[src/rtl/uart_pkg.sv]
// uart_pkg
//   Shared definitions for the bus-mapped UART transmitter:
//   - tx_state_e : serialiser FSM states
//   - REG_*      : register offsets, selected by busAddr[3:2]
//   - STAT_*     : bit positions inside the STATUS register
//   - CTRL_*     : bit positions inside the CTRL register
package uart_pkg;

  typedef enum logic [1:0] {
    IDLE  = 2'd0,
    START = 2'd1,
    DATA  = 2'd2,
    STOP  = 2'd3
  } tx_state_e;

  localparam logic [1:0] REG_TXDATA = 2'd0;
  localparam logic [1:0] REG_STATUS = 2'd1;
  localparam logic [1:0] REG_CTRL   = 2'd2;

  localparam int STAT_BUSY      = 0;
  localparam int STAT_FULL      = 1;
  localparam int STAT_EMPTY     = 2;
  localparam int STAT_OVF       = 3;
  localparam int STAT_COUNT_LSB = 4;

  localparam int CTRL_EN     = 0;
  localparam int CTRL_IRQ_EN = 1;

endpackage

[src/rtl/sync_fifo.sv]
// sync_fifo
//   Single-clock FIFO with a combinational head read, so a pop can load the
//   head entry into the serialiser on the same edge that retires it.
// Ports
//   clk    in   system clock, rising edge
//   reset  in   asynchronous active-low reset (empties the FIFO)
//   push   in   write wData this edge (dropped when full unless popping too)
//   pop    in   retire the head entry this edge (ignored when empty)
//   wData  in   WIDTH-bit entry to store
//   rData  out  head entry
//   full   out  DEPTH entries stored
//   empty  out  no entries stored
//   count  out  number of stored entries, $clog2(DEPTH)+1 bits
module sync_fifo #(
  parameter int WIDTH = 8,
  parameter int DEPTH = 16
) (
  input  logic                     clk,
  input  logic                     reset,
  input  logic                     push,
  input  logic                     pop,
  input  logic [WIDTH-1:0]         wData,
  output logic [WIDTH-1:0]         rData,
  output logic                     full,
  output logic                     empty,
  output logic [$clog2(DEPTH):0]   count
);

  localparam int AW = $clog2(DEPTH);

  logic [WIDTH-1:0] mem [DEPTH];
  logic [AW-1:0]    wrPtrReg;
  logic [AW-1:0]    rdPtrReg;
  logic [AW:0]      countReg;
  logic             doPush;
  logic             doPop;

  assign full  = (countReg == (AW+1)'(DEPTH));
  assign empty = (countReg == '0);
  assign count = countReg;
  assign rData = mem[rdPtrReg];

  // A push into a full FIFO still lands when the head leaves on the same edge.
  assign doPop  = pop && !empty;
  assign doPush = push && (!full || doPop);

  // Storage carries no reset; only the pointers define what is valid.
  always_ff @(posedge clk) begin
    if (doPush) begin
      mem[wrPtrReg] <= wData;
    end
  end

  // Pointers are AW bits wide, so they wrap modulo DEPTH on their own.
  always_ff @(posedge clk or negedge reset) begin
    if (!reset) begin
      wrPtrReg <= '0;
      rdPtrReg <= '0;
      countReg <= '0;
    end else begin
      if (doPush) begin
        wrPtrReg <= wrPtrReg + 1'b1;
      end
      if (doPop) begin
        rdPtrReg <= rdPtrReg + 1'b1;
      end
      case ({doPush, doPop})
        2'b10:   countReg <= countReg + 1'b1;
        2'b01:   countReg <= countReg - 1'b1;
        default: countReg <= countReg;
      endcase
    end
  end

endmodule

[src/rtl/bus_uart_tx.sv]
// bus_uart_tx
//   Memory-mapped 8N1 UART transmitter on the CPU data bus. The CPU stores
//   bytes to TXDATA; they queue in a FIFO and a baud-timed FSM shifts them
//   out LSB first on tx. Registers sit in a 4 KB window at BASE_ADDR,
//   decoded on busAddr[3:2]:
//     0x0 TXDATA  W: push byte         R: 0
//     0x4 STATUS  R: busy/full/empty/ovf/count   W: bit3=1 clears ovf
//     0x8 CTRL    RW: [0] en, [1] irq_en
// Ports
//   clk       in   system clock, rising edge
//   reset     in   asynchronous active-low reset
//   busWe     in   bus write strobe
//   busAddr   in   bus byte address
//   busWData  in   bus write data
//   busRData  out  register read data (combinational, 0 when not selected)
//   sel       out  address falls in this block's window
//   tx        out  serial line, idle high
//   irq       out  level interrupt: FIFO drained and line idle (registered)
module bus_uart_tx
  import uart_pkg::*;
#(
  parameter int          CLK_HZ     = 100_000_000,
  parameter int          BAUD       = 9600,
  parameter int          FIFO_DEPTH = 16,
  parameter logic [31:0] BASE_ADDR  = 32'h1000_0000
) (
  input  logic        clk,
  input  logic        reset,
  input  logic        busWe,
  input  logic [31:0] busAddr,
  input  logic [31:0] busWData,
  output logic [31:0] busRData,
  output logic        sel,
  output logic        tx,
  output logic        irq
);

  localparam int DIV  = CLK_HZ / BAUD;
  localparam int CW   = (DIV > 1) ? $clog2(DIV) : 1;
  localparam int CNTW = $clog2(FIFO_DEPTH) + 1;

  // ---------------- bus decode ----------------
  logic [1:0] regOff;
  logic       wrEn;
  logic       pushReq;
  logic       ovfClr;
  logic       ctrlWr;
  logic       unusedBits;

  assign sel     = (busAddr[31:12] == BASE_ADDR[31:12]);
  assign regOff  = busAddr[3:2];
  assign wrEn    = busWe && sel;
  assign pushReq = wrEn && (regOff == REG_TXDATA);
  assign ovfClr  = wrEn && (regOff == REG_STATUS) && busWData[STAT_OVF];
  assign ctrlWr  = wrEn && (regOff == REG_CTRL);

  // Address bits inside the window beyond the register index, and the upper
  // write-data bits, carry no meaning for this block.
  assign unusedBits = ^{busAddr[11:4], busAddr[1:0], busWData[31:8]};

  // ---------------- FIFO ----------------
  logic            popReq;
  logic [7:0]      fifoRData;
  logic            fifoFull;
  logic            fifoEmpty;
  logic [CNTW-1:0] fifoCount;

  sync_fifo #(
    .WIDTH (8),
    .DEPTH (FIFO_DEPTH)
  ) txFifo (
    .clk   (clk),
    .reset (reset),
    .push  (pushReq),
    .pop   (popReq),
    .wData (busWData[7:0]),
    .rData (fifoRData),
    .full  (fifoFull),
    .empty (fifoEmpty),
    .count (fifoCount)
  );

  // ---------------- control / status registers ----------------
  logic enReg;
  logic irqEnReg;
  logic ovfReg;
  logic irqReg;
  logic busy;

  tx_state_e stateReg, stateNext;
  logic [CW-1:0] baudReg, baudNext;
  logic [2:0]    bitReg, bitNext;
  logic [7:0]    shiftReg, shiftNext;
  logic          txReg, txNext;
  logic          baudDone;

  assign busy = (stateReg != IDLE);

  always_ff @(posedge clk or negedge reset) begin
    if (!reset) begin
      enReg    <= 1'b0;
      irqEnReg <= 1'b0;
      ovfReg   <= 1'b0;
      irqReg   <= 1'b0;
    end else begin
      if (ctrlWr) begin
        enReg    <= busWData[CTRL_EN];
        irqEnReg <= busWData[CTRL_IRQ_EN];
      end
      // A byte is lost only when full and the FSM is not popping this edge.
      if (pushReq && fifoFull && !popReq) begin
        ovfReg <= 1'b1;
      end else if (ovfClr) begin
        ovfReg <= 1'b0;
      end
      irqReg <= irqEnReg && fifoEmpty && !busy;
    end
  end

  always_comb begin
    busRData = '0;
    if (sel) begin
      case (regOff)
        REG_STATUS: begin
          busRData[STAT_BUSY]                 = busy;
          busRData[STAT_FULL]                 = fifoFull;
          busRData[STAT_EMPTY]                = fifoEmpty;
          busRData[STAT_OVF]                  = ovfReg;
          busRData[STAT_COUNT_LSB +: CNTW]    = fifoCount;
        end
        REG_CTRL: begin
          busRData[CTRL_EN]     = enReg;
          busRData[CTRL_IRQ_EN] = irqEnReg;
        end
        default: busRData = '0;
      endcase
    end
  end

  // ---------------- serialiser FSM ----------------
  // Every state entry restarts the baud counter, so each bit is exactly DIV
  // clocks and a back-to-back frame starts on the edge the stop bit ends.
  assign baudDone = (baudReg == CW'(DIV - 1));

  always_comb begin
    stateNext = stateReg;
    baudNext  = baudReg + 1'b1;
    bitNext   = bitReg;
    shiftNext = shiftReg;
    popReq    = 1'b0;
    case (stateReg)
      IDLE: begin
        baudNext = '0;
        if (enReg && !fifoEmpty) begin
          popReq    = 1'b1;
          shiftNext = fifoRData;
          stateNext = START;
        end
      end
      START: begin
        if (baudDone) begin
          baudNext  = '0;
          bitNext   = '0;
          stateNext = DATA;
        end
      end
      DATA: begin
        if (baudDone) begin
          baudNext  = '0;
          shiftNext = shiftReg >> 1;
          if (bitReg == 3'd7) begin
            stateNext = STOP;
          end else begin
            bitNext = bitReg + 1'b1;
          end
        end
      end
      STOP: begin
        if (baudDone) begin
          baudNext = '0;
          if (enReg && !fifoEmpty) begin
            popReq    = 1'b1;
            shiftNext = fifoRData;
            stateNext = START;
          end else begin
            stateNext = IDLE;
          end
        end
      end
      default: begin
        baudNext  = '0;
        stateNext = IDLE;
      end
    endcase

    // tx is registered from the next state so the line is glitch-free and
    // changes on the same edge as the state.
    case (stateNext)
      START:   txNext = 1'b0;
      DATA:    txNext = shiftNext[0];
      default: txNext = 1'b1;
    endcase
  end

  always_ff @(posedge clk or negedge reset) begin
    if (!reset) begin
      stateReg <= IDLE;
      baudReg  <= '0;
      bitReg   <= '0;
      shiftReg <= '0;
      txReg    <= 1'b1;
    end else begin
      stateReg <= stateNext;
      baudReg  <= baudNext;
      bitReg   <= bitNext;
      shiftReg <= shiftNext;
      txReg    <= txNext;
    end
  end

  assign tx  = txReg;
  assign irq = irqReg;

endmodule

[config.mk]
export PLATFORM = sky130hd
export DESIGN_NAME = bus_uart_tx
export DESIGN_NICKNAME = d
export VERILOG_FILES = /design/src/rtl/uart_pkg.sv /design/src/rtl/sync_fifo.sv /design/src/rtl/bus_uart_tx.sv
export SDC_FILE = /design/constraint.sdc
export NUM_CORES = 1
export LEC_CHECK = 0
export CORE_ASPECT_RATIO = 1.5
export CORE_UTILIZATION = 50
export CTS_CLUSTER_DIAMETER = 40
export DETAILED_ROUTE_END_ITERATION = 12
export PLACE_DENSITY = 0.73
export SYNTH_ARGS = -nofsm -noshare
export SYNTH_HDL_FRONTEND = slang
export SYNTH_HIERARCHICAL = 1
export SYNTH_SLANG_ARGS = --single-unit
[constraint.sdc]
create_clock -name clk -period 3.7 [get_ports clk]
set_input_delay 1.11 -clock clk [delete_from_list [all_inputs] [get_ports clk]]
set_output_delay 1.11 -clock clk [all_outputs]
set_load 0.05 [all_outputs]
## Word level (Yosys, flattened, before mapping)

Memory sizes are Yosys's and may differ from the RTL's.
Cells that the tools add are included.

| word-level totals | value |
|---|---|
| register bits | 45 |
| bits in writable memories | 128 |
| input port bits | 67 |
| output and inout bits | 35 |
| word-level logic and storage cells | 94 |
| memories kept | 1 |

| cells by class | value |
|---|---|
| add/subtract/negate cells | 6 |
| equality and inequality tests | 17 |
| muxes and demuxes | 29 |
| reductions and logical operators | 28 |

Memories:

| name | depth | bits a word | rd ports | clocked after memory_dff | wr ports | RTL line | text |
|---|---|---|---|---|---|---|---|
| txFifo.mem | 16 | 8 | 1 | 0 | 1 | sync_fifo.sv:31 | `logic [WIDTH-1:0] mem [DEPTH];` |

Operators by type and width:

| operator | count |
|---|---|
| 14-bit case mux with 2 select lines | 1 |
| 8-bit two-way mux | 3 |
| 8-bit case mux with 3 select lines | 1 |
| 20-bit by 17-bit == test with 1-bit output, second input constant | 1 |
| 14-bit by 1-bit adder with 14-bit output, second input constant | 1 |
| 14-bit == test, second input constant | 1 |
| 14-bit two-way mux | 1 |
| 1-bit logical AND | 12 |
| 2-bit == test, second input constant | 5 |
| 2-bit two-way mux | 5 |
| 5-bit case mux with 2 select lines | 1 |
| 3-bit two-way mux | 3 |
| 9-bit two-way mux | 1 |
| 4-bit by 1-bit adder with 4-bit output, second input constant | 2 |
| 2-bit by 1-bit == test with 1-bit output, second input constant | 4 |
| 2-bit != test, second input constant | 4 |
| 2-bit case mux with 4 select lines | 1 |
| 2-bit nonzero test | 4 |
| 1-bit two-way mux | 7 |
| 7-bit two-way mux | 1 |
| 3-bit case mux with 2 select lines | 1 |
| 5-bit by 1-bit adder with 5-bit output, second input constant | 1 |
| 5-bit == test, second input constant | 1 |
| 5-bit logical NOT | 1 |
| 12 further kinds | 17 |

## Logic depth before layout (Yosys ltp)

Gate-level depths: netlist of run 1.

| depth | value |
|---|---|
| word-level depth | 11 |
| depth in mapped cells | 14 |
| gate-level depth less buffers | 13 |

## Modules after synthesis

The synthesis of run 1 kept the hierarchy.

By module, submodules not included:

| module | times used | cells an instance | area each (um2) | sequential area each (um2) |
|---|---|---|---|---|
| sync_fifo | 1 | 306 | 5,835.6 | 4,169.0 |
| bus_uart_tx | 1 | 240 | 2,130.8 | 802.0 |

## Least setup slack after synthesis of run 1

OpenSTA, ideal clock, no wires.

| timing | value |
|---|---|
| path kind | input -> output |
| start point | input port busAddr[26] |
| end point | output port busRData[0] |
| arrival time | 3,071 ps |
| data required time | 2,590 ps |
| path slack | -481 ps |
| stages | 6 |
| path buffers | 1 |
| path through | nor4b_1 -> nand3_1 -> nor2_1 -> clkbuf_1 -> nand2_1 -> nor2_1 |

| on the way | value |
|---|---|
| longest elaborated chain between the ends | 2 |

Ends and longest elaborated chain:

| item | RTL line | text |
|---|---|---|
| start, declared | bus_uart_tx.sv:30 | `input logic [31:0] busAddr,` |
| 20-bit by 17-bit == test with 1-bit output | bus_uart_tx.sv:50 | `assign sel = (busAddr[31:12] == BASE_ADDR[31:12]);` |
| net sel | bus_uart_tx.sv:33 | `output logic sel,` |
| 9-bit two-way mux | bus_uart_tx.sv:122 | `if (sel) begin` |
| end, declared | bus_uart_tx.sv:32 | `output logic [31:0] busRData,` |

The timed path passes the listed nets, and every way through them passes these cells.

## Final worst setup path of run 1

| timing | value |
|---|---|
| start point | input port busAddr[3] |
| end point | output port busRData[1] |

| on the way | value |
|---|---|
| longest elaborated chain between the ends | 3 |
| elaborated cells between the ends (all ways) | 4 |
| those cells by class | eq/ne (2); mux (2) |

Ends and longest elaborated chain:

| item | RTL line | text |
|---|---|---|
| 2-bit == test / 2-bit by 1-bit == test with 1-bit output (equally long branches) | bus_uart_tx.sv:123 | `case (regOff)` |
| 2-bit case mux with 2 select lines * | bus_uart_tx.sv:123 |  |
| 9-bit two-way mux * | bus_uart_tx.sv:122 |  |

Mark *: on every way between the ends. The rest lies on a longest branch, timed or not.

==> impl_metrics.toml, run 1 <==
[place]
place_congestion = 0.833
portBuffers = 44
dp_hpwl_um = 10700
dp_slack_ps = -14.5

[worst_setup_path]
crit_path_end_kind = "output port"
cp.arrival_ps = 2570
crit_required_ps = 2590
path_class = "input pin to output port"
worst-path-max-fanout = 10
start_kind = "input pin"

[clock_tree]
h-tree-depth = 4
clock-root-buffer = "clkbuf_16"
cts-buffers-inserted = 17
clock_latency_ps = 430
clk_pin_slew_ps = 70
cts_buffer_depth = 2
cts_tree = "done"
clock_sinks = 173
holdBufCountCts = 0

[grt]
overflow = 0
grt_pass1_wl_um = 24800
grt_use_total_pct = 19.9
grt_pass1_vias = 4885
grt_max_degree = 46
antenna_found_initial = 0

[sta]
tightest_slew_ps = 1000
final_hold_viol_count = 0
period_needed_ps = 3680
fin_setup_tns_ps = 0
finalSetupViolations = 0
setup_ws_ps = 17.8
max_slew_margin_pct = 33.2
clock.fmax_ghz = 0.272
fin_crit_sh_pct = 99.5
finalMaxSlewViolations = 0
fin_skew_ps = 9.92

[final_layout]
syn2layout_area_growth_pct = 19.2
layout.nets = 703
diodes = 0
final_cell_mix = "128 x edfxtp_1, 46 x nand2_1, 43 x dfrtp_1"
drive_gt1_share_pct = 20.2
layout_commonest_cell = "edfxtp_1"

[die]
fp.coreArea_um2 = 15600
die_h_um = 157
io_pins = 102
rows = 56
die_x_um = 105
dieArea_um2 = 16500
initial_core_util_pct = 51.0

[power_and_ir_drop]
power.leakage_nw = 3.57
vdd_drop_max_mv = 0.303
power_per_cell_area_nw_per_um2 = 416

[routing]
vias = 4698
dr.first_iter.drc_count = 240
wire_per_inst_um = 18.9
ant_nets = 0
remaining_drc_errors = 0
wirelength_um = 15700
via_per_inst = 5.65
dr.pass1.iters = 7

[yosys]
synth_edf_count = 128
ys_seq_area_share_pct = 62.4
yosys_warnings = 6
yosysUniqueCellTypes = 63
synthArstFlopShare_pct = 26.0
ys.flop_type = "edfxtp_1"
syn_area_per_cell_um2 = 14.6
synthCells = 546
ys_ff_latch = 173
syn_area_um2 = 7970

[run]
maxCapViolations = 0

[run_status]
status = "finished clean"

[min_path]
hp-class = "register to register"
## state kept, by name (all words and copies together), names as in the netlist
register         count
baudReg             14
bitReg               3
enReg                1
irq                  1
irqEnReg             1
ovfReg               1
shiftReg             8
stateReg             2
tx                   1
txFifo/count         5
txFifo/mem         128
txFifo/rdPtrReg      4
txFifo/wrPtrReg      4
## path summary, 6_finish.rpt
check / startpoint / to / slack (ps) / cells past startpoint
worst max-delay path: busAddr[3] / busRData[1] / 20 / 6
worst min-delay path: txFifo/wrPtrReg[3] / txFifo/wrPtrReg[3] / 490 / 1
worst max register to register: baudReg[0] / txFifo/count[4] / 310 / 12
worst min register to register: txFifo/wrPtrReg[3] / txFifo/wrPtrReg[3] / 490 / 1
max in group asynchronous: reset / txFifo/rdPtrReg[0] / 2160 / 1
min in group asynchronous: reset / bitReg[0] / 850 / 1
## area by class of cell
cell class	instances	area [µm²]
fill	1137	6130
sequential	173	4970
multi-input combinational	337	2830
timing repair buffer	74	806
clock buffer	17	425
tap	203	254
clock inverter	15	170
inverter	12	45.0
## synth_stat cells, drive strengths merged, types with 3 or more instances
master,count,area share [%]
buf,38,3.5
dfrtp,44,14
and2,3,0.24
nand4,4,0.31
edfxtp,128,48
nand2,47,2.2
nand2b,7,0.55
inv,12,0.57
ha,20,3.1
nor2,38,1.8
mux2,6,0.85
xor2,10,1.1
nor3,7,0.44
nor4,5,0.58
and3,9,0.71
mux4,32,9.6
o211ai,3,0.28
mux2i,3,0.42
clkbuf,8,0.38
xnor2,10,1.1
a22oi,18,1.7
nor2b,7,0.55
o21ai,11,0.83
a21oi,20,1.3
nand3,19,1.2
a22o,7,0.77
or2,4,0.31
## metrics by stage
stage / cells / total power (W) / instance area, µm² / hold slack (ps) / utilization (%)
5_1_grt: 831 / 0.00407 / 9500 / 515 / 60.8
3_3_place_gp: 797 / 0.00224 / 8740 / 475 / 56.0
2_1_floorplan: 568 / 0.00220 / 8060 / 455 / -
4_1_cts: 829 / 0.00398 / 9350 / 497 / 59.8
6_report: 831 / 0.00395 / 9500 / 495 / 60.8
3_5_place_dp: 797 / 0.00225 / 8740 / 484 / 56.0
## cells by family (layout without fill, tap and decap cells)
group	count (synthesis)	in the layout	share of synthesized area, %
buffers and inverters	58	118	4.48
adder cells (fa/ha/maj)	21	21	3.39
AO/OA/AOI/OAI	73	73	6.79
flip-flops	173	173	62.4
other	1	23	0.0471
XOR/XNOR	20	20	2.20
multiplexers	41	41	10.8
AND/OR/NAND/NOR	159	159	9.86
## per-layer routing
layer  up-vias  global-route usage (%)  share of wire [%]
met3        45                    3.42                3.0
met5         -                       0                  0
li1       2161                       -                  -
met4         0                    9.19                3.0
met1      2365                    22.3                 37
met2       127                    36.8                 57
## power by group
group	internal (W)	switching (W)	leakage [nW]	total [W]
Sequential	0.00209	0.0000000699	1.76	0.00209
Combinational	0.0000306	0.0000926	1.52	0.000123
Clock	0.000912	0.000828	0.293	0.00174
Total	0.00303	0.000921	3.57	0.00395
## worst max-delay path, stage by stage
cell	delay (ps)
clkdlybuf4s50_1	500
inv_1	70
ha_1	320
a22oi_1	350
nor2_4	70
buf_12	150
## repair_timing
item | CTS | global route
gates cloned | 0 | 1
setup endpoints to repair | 2 | 9
gates resized for setup | 2 | 36
pin swaps | 2 | 10
setup buffers | 0 | 1
No activity file was read; power rests on OpenSTA's default activity.
==> run 2, diff against run 1 <==
--- a/config.mk
+++ b/config.mk
@@ -9,7 +9,9 @@
 export CORE_UTILIZATION = 50
 export CTS_CLUSTER_DIAMETER = 40
 export DETAILED_ROUTE_END_ITERATION = 12
-export PLACE_DENSITY = 0.73
+export GPL_TIMING_DRIVEN = 0
+export HOLD_SLACK_MARGIN = 0.1
+export PLACE_DENSITY = 0.78
 export SYNTH_ARGS = -nofsm -noshare
 export SYNTH_HDL_FRONTEND = slang
 export SYNTH_HIERARCHICAL = 1
==> run 2 against run 1 <==
Effect of this change:
- critical path depth grew 1
- clock-buffer cell count stayed put
- critical endpoint is now busRData[2]
- via count grew 4.6%
- sequential share of layout area fell by 0.34 points
- register-to-register slack worse by 20 ps
- sequential cell count is the same
- wire length grew 10%
- clock skew increased by 1.2 ps
- power increased by 4.3%
- global-route usage up 2.0 points
- design area is 0.63% higher
==> impl_metrics.toml, run 2 (same netlist as run 1, synthesis figures left out) <==
[run_status]
status = "finished clean"

[sta]
clock.fmax_ghz = 0.273
fin_hold_ws_ps = 493
tightest_slew_ps = 991
finalMaxSlewViolations = 0
max_slew_margin_pct = 33.7
finalSetupViolations = 0
setup_ws_ps = 37.5
fin_skew_ps = 11.1
final_hold_viol_count = 0
period_needed_ps = 3660
fin_crit_sh_pct = 99.0

[final_layout]
stdcell_count = 848
final_cell_mix = "128 x edfxtp_1, 46 x nand2_1, 44 x dfrtp_1"
drive_gt1_share_pct = 21.4
layout.nets = 720
layout_commonest_cell = "edfxtp_1"
largest_reg_flops = 128
postLayoutCoreUtil_pct = 61.2
design_area_um2 = 9560
fillers = 1134
regMostFlops = "txFifo/mem"
syn2layout_area_growth_pct = 20.0
top_regs = "txFifo/mem (128), baudReg (14), shiftReg (8)"
diodes = 0

[clock_tree]
cts-buffers-inserted = 17
clock_latency_ps = 430
cts_buffer_depth = 2
clock-root-buffer = "clkbuf_16"
cts_tree = "done"
h-tree-depth = 4
clk_pin_slew_ps = 70
clock_sinks = 173

[place]
portBuffers = 44
place_inst = 816
place_congestion = 0.786
placed_area_um2 = 8760
dp_hpwl_um = 11600
dp_slack_ps = -979

[worst_setup_path]
crit_path_cell_trace = "clkdlybuf4s50_1, nor4b_4, nand3_2, nor2_4, buf_8, and3_1, buf_6"
r2r-start = "baudReg[0]"
crit_required_ps = 2590
path_delay_family = "buffers and inverters"
slowest_delay_ps = 460
path_class = "input pin to output port"
cp.buffers_inverters = 3
worst-path-max-fanout = 5
cp.arrival_ps = 2550
r2r-end = "txFifo/mem[10][3]"
start_kind = "input pin"
reg2reg_slack_ps = 290
worstRegToRegCells = 8
crit_path_end_kind = "output port"
slowest_stage = "clkdlybuf4s50_1"

[die]
initial_core_util_pct = 51.0
fp.coreArea_um2 = 15600
rows = 56
die_x_um = 105
io_pins = 102
dieArea_um2 = 16500
die_h_um = 157

[routing]
remaining_drc_errors = 0
dr_wl_met2_um = 9840
vias = 4912
routedLengthMet1_um = 6110
via_per_inst = 5.79
highest_layer = "met4"
wl_met3_um = 649
wirelength_um = 17300
dr.pass1.iters = 5
ant_nets = 0
dr.first_iter.drc_count = 349
wire_per_inst_um = 20.4

[power_and_ir_drop]
p_seq_share_pct = 50.6
p_sw_share_pct = 22.7
power.leakage_nw = 3.61
power_per_cell_area_nw_per_um2 = 431
power_switching_w = 0.000933
internal_power_w = 0.00318
combPwrFrac_pct = 3.6
vdd_drop_max_mv = 0.250
p_clk_share_pct = 45.8

[grt]
grt_max_degree = 42
grt_use_total_pct = 21.9
grt_pass1_vias = 5126
grt_pass1_wl_um = 26500
overflow = 0
antenna_found_initial = 0

[min_path]
min_from = "baudReg[0]"
hold_path_end = "baudReg[0]"
hold_depth = 1
hp-class = "register to register"

[run]
maxCapViolations = 0
-- run 2: cell types whose count changed in the layout (fill, tap and decap cells not counted), sizes merged --
cell | previous run | this run
clkbuf | 17 | 23
inv | 21 | 22
dlymetal6s2s | 15 | 10
bufinv | 0 | 2
dlygate4sd2 | 0 | 2
clkdlybuf4s50 | 18 | 21
clkinvlp | 0 | 1
buf | 41 | 52
clkinv | 6 | 2
-- run 2: what timing repair did --
action | CTS | global route
setup buffers | 0 | 0
endpoints found under the hold margin | 0 | 0
resized for setup | 83 | 26
endpoints found under the setup margin | 133 | 109
hold buffers | 0 | 0
pin swaps | 6 | 9
gates cloned | 1 | 0
-- run 2: worst max path at each step --
stage / start / to / depth (start not counted)
floorplan: busAddr[26] / busRData[0] / 6
global placement: busAddr[26] / txFifo/mem[11][5] / 9
detailed placement: busAddr[18] / txFifo/mem[11][3] / 9
CTS: busAddr[21] / busRData[6] / 7
global route: busAddr[15] / busRData[2] / 7
finish: busAddr[28] / busRData[2] / 7
-- run 2: routing by layer --
layer  up-vias  global-route usage, %
met5         -                      0
met4         0                   11.5
met3        42                   4.33
met2       160                   41.7
met1      2512                   22.5
li1       2198                      -
-- run 2: power groups by stage --
stage / registers [W] / clock network (W) / logic, W
after floorplan: 0.00213 / 0 / 0.0000743
after global placement: 0.00213 / 0 / 0.000138
after detailed placement: 0.00213 / 0 / 0.000144
after CTS: 0.00209 / 0.00191 / 0.000146
after global routing: 0.00208 / 0.00197 / 0.000157
final: 0.00209 / 0.00188 / 0.000148
-- run 2: area by class of cell --
cell class                      instances  area (µm²)  area share (%)
Buffer                                 45         320            3.35
Clock buffer                           17         425            4.45
Clock inverter                         15         210            2.20
Inverter                               12        45.0           0.471
Multi-Input combinational cell        337        2830            29.6
Sequential cell                       173        4970            52.0
Tap cell                              203         254            2.66
Timing Repair Buffer                   46         499            5.22
-- run 2: per-stage QoR --
step                      setup TNS (ps)  total power [W]
after CTS                          -66.2          0.00414
after detailed placement          -78770          0.00227
after global placement            -66230          0.00226
after global routing               -31.8          0.00421
after floorplan                    -4.94          0.00220
final                                  0          0.00412
==> run 3, diff against run 2 <==
--- a/config.mk
+++ b/config.mk
@@ -5,13 +5,16 @@
 export SDC_FILE = /design/constraint.sdc
 export NUM_CORES = 1
 export LEC_CHECK = 0
+export CAP_MARGIN = 20
 export CORE_ASPECT_RATIO = 1.5
+export CORE_MARGIN = 2
 export CORE_UTILIZATION = 50
 export CTS_CLUSTER_DIAMETER = 40
 export DETAILED_ROUTE_END_ITERATION = 12
 export GPL_TIMING_DRIVEN = 0
 export HOLD_SLACK_MARGIN = 0.1
 export PLACE_DENSITY = 0.78
+export SLEW_MARGIN = 15
 export SYNTH_ARGS = -nofsm -noshare
 export SYNTH_HDL_FRONTEND = slang
 export SYNTH_HIERARCHICAL = 1
==> run 3 against run 2 <==
Effect of this change:
- via count shrank 0.43%
- clock-buffer cell count grew 2
- sequential share of layout area shrank 0.12 points
- clock power shrank 12%
- register-to-register slack lost 120 ps
- design area grew 0.22%
- critical path type unchanged
- critical endpoint is now busRData[7]
- largest cell class unchanged
==> impl_metrics.toml, run 3 (same netlist as run 1, synthesis figures left out) <==
[final_layout]
syn2layout_area_growth_pct = 20.3
layout_commonest_cell = "edfxtp_1"
regArea_um2 = 4970
drive_gt1_share_pct = 22.1
multiInputGateArea_um2 = 2830
regMostFlops = "txFifo/mem"
final_cell_mix = "128 x edfxtp_1, 46 x nand2_1, 44 x dfrtp_1"
largest_reg_flops = 128
layout.nets = 728
diodes = 0
top_regs = "txFifo/mem (128), baudReg (14), shiftReg (8)"
postLayoutCoreUtil_pct = 61.3
fillers = 1102
design_area_um2 = 9580

[clock_tree]
h-tree-depth = 4
clock_latency_ps = 420
cts-buffers-inserted = 17
cts_buffer_depth = 2
cts_tree = "done"
holdBufCountCts = 0
clock-root-buffer = "clkbuf_16"
clk_pin_slew_ps = 60
clock_sinks = 173

[worst_setup_path]
crit_path_end_kind = "output port"
cp.buffers_inverters = 3
start_kind = "input pin"
crit_required_ps = 2590
path_delay_family = "simple AND/OR/NAND/NOR gates"
path_class = "input pin to output port"
slowest_delay_ps = 290
slowest_stage = "nor4b_4"
crit_path_cell_trace = "dlygate4sd2_1, nor4b_4, nand3_2, nor2_4, clkbuf_16, and3_1, buf_6"
worst-path-max-fanout = 5
cp.arrival_ps = 2530

[sta]
setup_ws_ps = 60.3
clock.fmax_ghz = 0.275
fin_crit_sh_pct = 98.4
finalSetupViolations = 0
rsz0062_at_grt = "no"
tightest_slew_ps = 958
period_needed_ps = 3640
final_hold_viol_count = 0
finalMaxSlewViolations = 0
fin_skew_ps = 10.9
fin_setup_tns_ps = 0
max_slew_margin_pct = 35.9

[routing]
ant_nets = 0
dr.first_iter.drc_count = 328
dr.pass1.iters = 5
wire_per_inst_um = 20.2
via_per_inst = 5.71
remaining_drc_errors = 0
wirelength_um = 17300
vias = 4891

[place]
dp_hpwl_um = 11500
place_congestion = 0.784
dp_slack_ps = -880
portBuffers = 44
placed_area_um2 = 8790

[die]
die_h_um = 159
fp.coreArea_um2 = 15600
dieArea_um2 = 17000
initial_core_util_pct = 51.0
rows = 56
io_pins = 102
die_x_um = 107

[power_and_ir_drop]
p_sw_share_pct = 22.4
power.leakage_nw = 3.68
power_per_cell_area_nw_per_um2 = 407
combPwrFrac_pct = 3.8
internal_power_w = 0.00302
power_switching_w = 0.000872
p_clk_share_pct = 42.7
p_seq_share_pct = 53.5
vdd_drop_max_mv = 0.395

[grt]
grt_pass1_wl_um = 26200
antenna_found_initial = 0
grt_max_degree = 26
grt_pass1_vias = 4993
overflow = 0
grt_use_total_pct = 20.9

[min_path]
hp-class = "register to register"

[run]
maxCapViolations = 0

[run_status]
status = "finished clean"
## run 3: cell count changes in the layout (fill, tap and decap cells not counted), sizes merged
cell,delta
buf,+7
bufinv,-2
clkbuf,+3
clkdlybuf4s50,-7
clkinv,+2
dlymetal6s2s,+7
inv,-2
## run 3: worst reg2reg max path: stages, from the launching register on
cell and delay, ps:
dfrtp_1 460, nor4_4 520, nand2b_1 190, inv_1 200, nand2b_1 130, clkbuf_1 400
nor3_4 160, o21ai_4 130, or2_2 170, inv_1 70, ha_1 330, nand2b_1 100
a211o_1 290, o31a_1 110, o211ai_1 170
## run 3: final cells by class
type | instances | area share [%]
buffer | 45 | 3.33
clock buffer | 19 | 4.52
clock inverter | 13 | 1.29
inverter | 12 | 0.470
multi-input combinational | 337 | 29.5
sequential | 173 | 51.9
tap | 203 | 2.65
timing repair buffer | 54 | 6.32
## run 3: routing by layer
layer	share of wire, %	global-route usage (%)	routed length, µm	vias to the layer above
met5	0	0	0	-
met4	4.1	10.4	708	0
met3	3.8	3.64	662	61
met2	56	39.2	9600	165
met1	37	22.3	6320	2451
li1	-	-	-	2214
## run 3: final timing paths
path,start,end,slack (ps),cells past startpoint
max,busAddr[26],busRData[7],60,7
min,baudReg[0],baudReg[0],490,1
max reg2reg,txFifo/count[1],txFifo/count[4],170,14
min reg2reg,baudReg[0],baudReg[0],490,1
max in group asynchronous,reset,tx,2430,2
min in group asynchronous,reset,bitReg[0],680,1
## run 3: through the flow
step                      total power [W]  std cells  hold slack [ps]
after floorplan                   0.00220        568              455
after global placement            0.00226        815              476
after CTS                         0.00392        855              497
after detailed placement          0.00227        816              488
final                             0.00390        856              495
after global routing              0.00401        856              530
## run 3: what timing repair did
| item | CTS | global route |
|---|---|---|
| endpoints found under the setup margin | 132 | 125 |
| setup buffers | 8 | 0 |
| gates cloned | 0 | 1 |
| pin swaps | 2 | 5 |
| gates resized for setup | 76 | 33 |
## run 3: power by group through the flow
stage	logic (W)	clock network (W)	registers [W]
CTS	0.000145	0.00169	0.00209
global placement	0.000138	0	0.00213
finish	0.000148	0.00166	0.00209
detailed placement	0.000144	0	0.00213
floorplan	0.0000743	0	0.00213
global route	0.000157	0.00177	0.00208
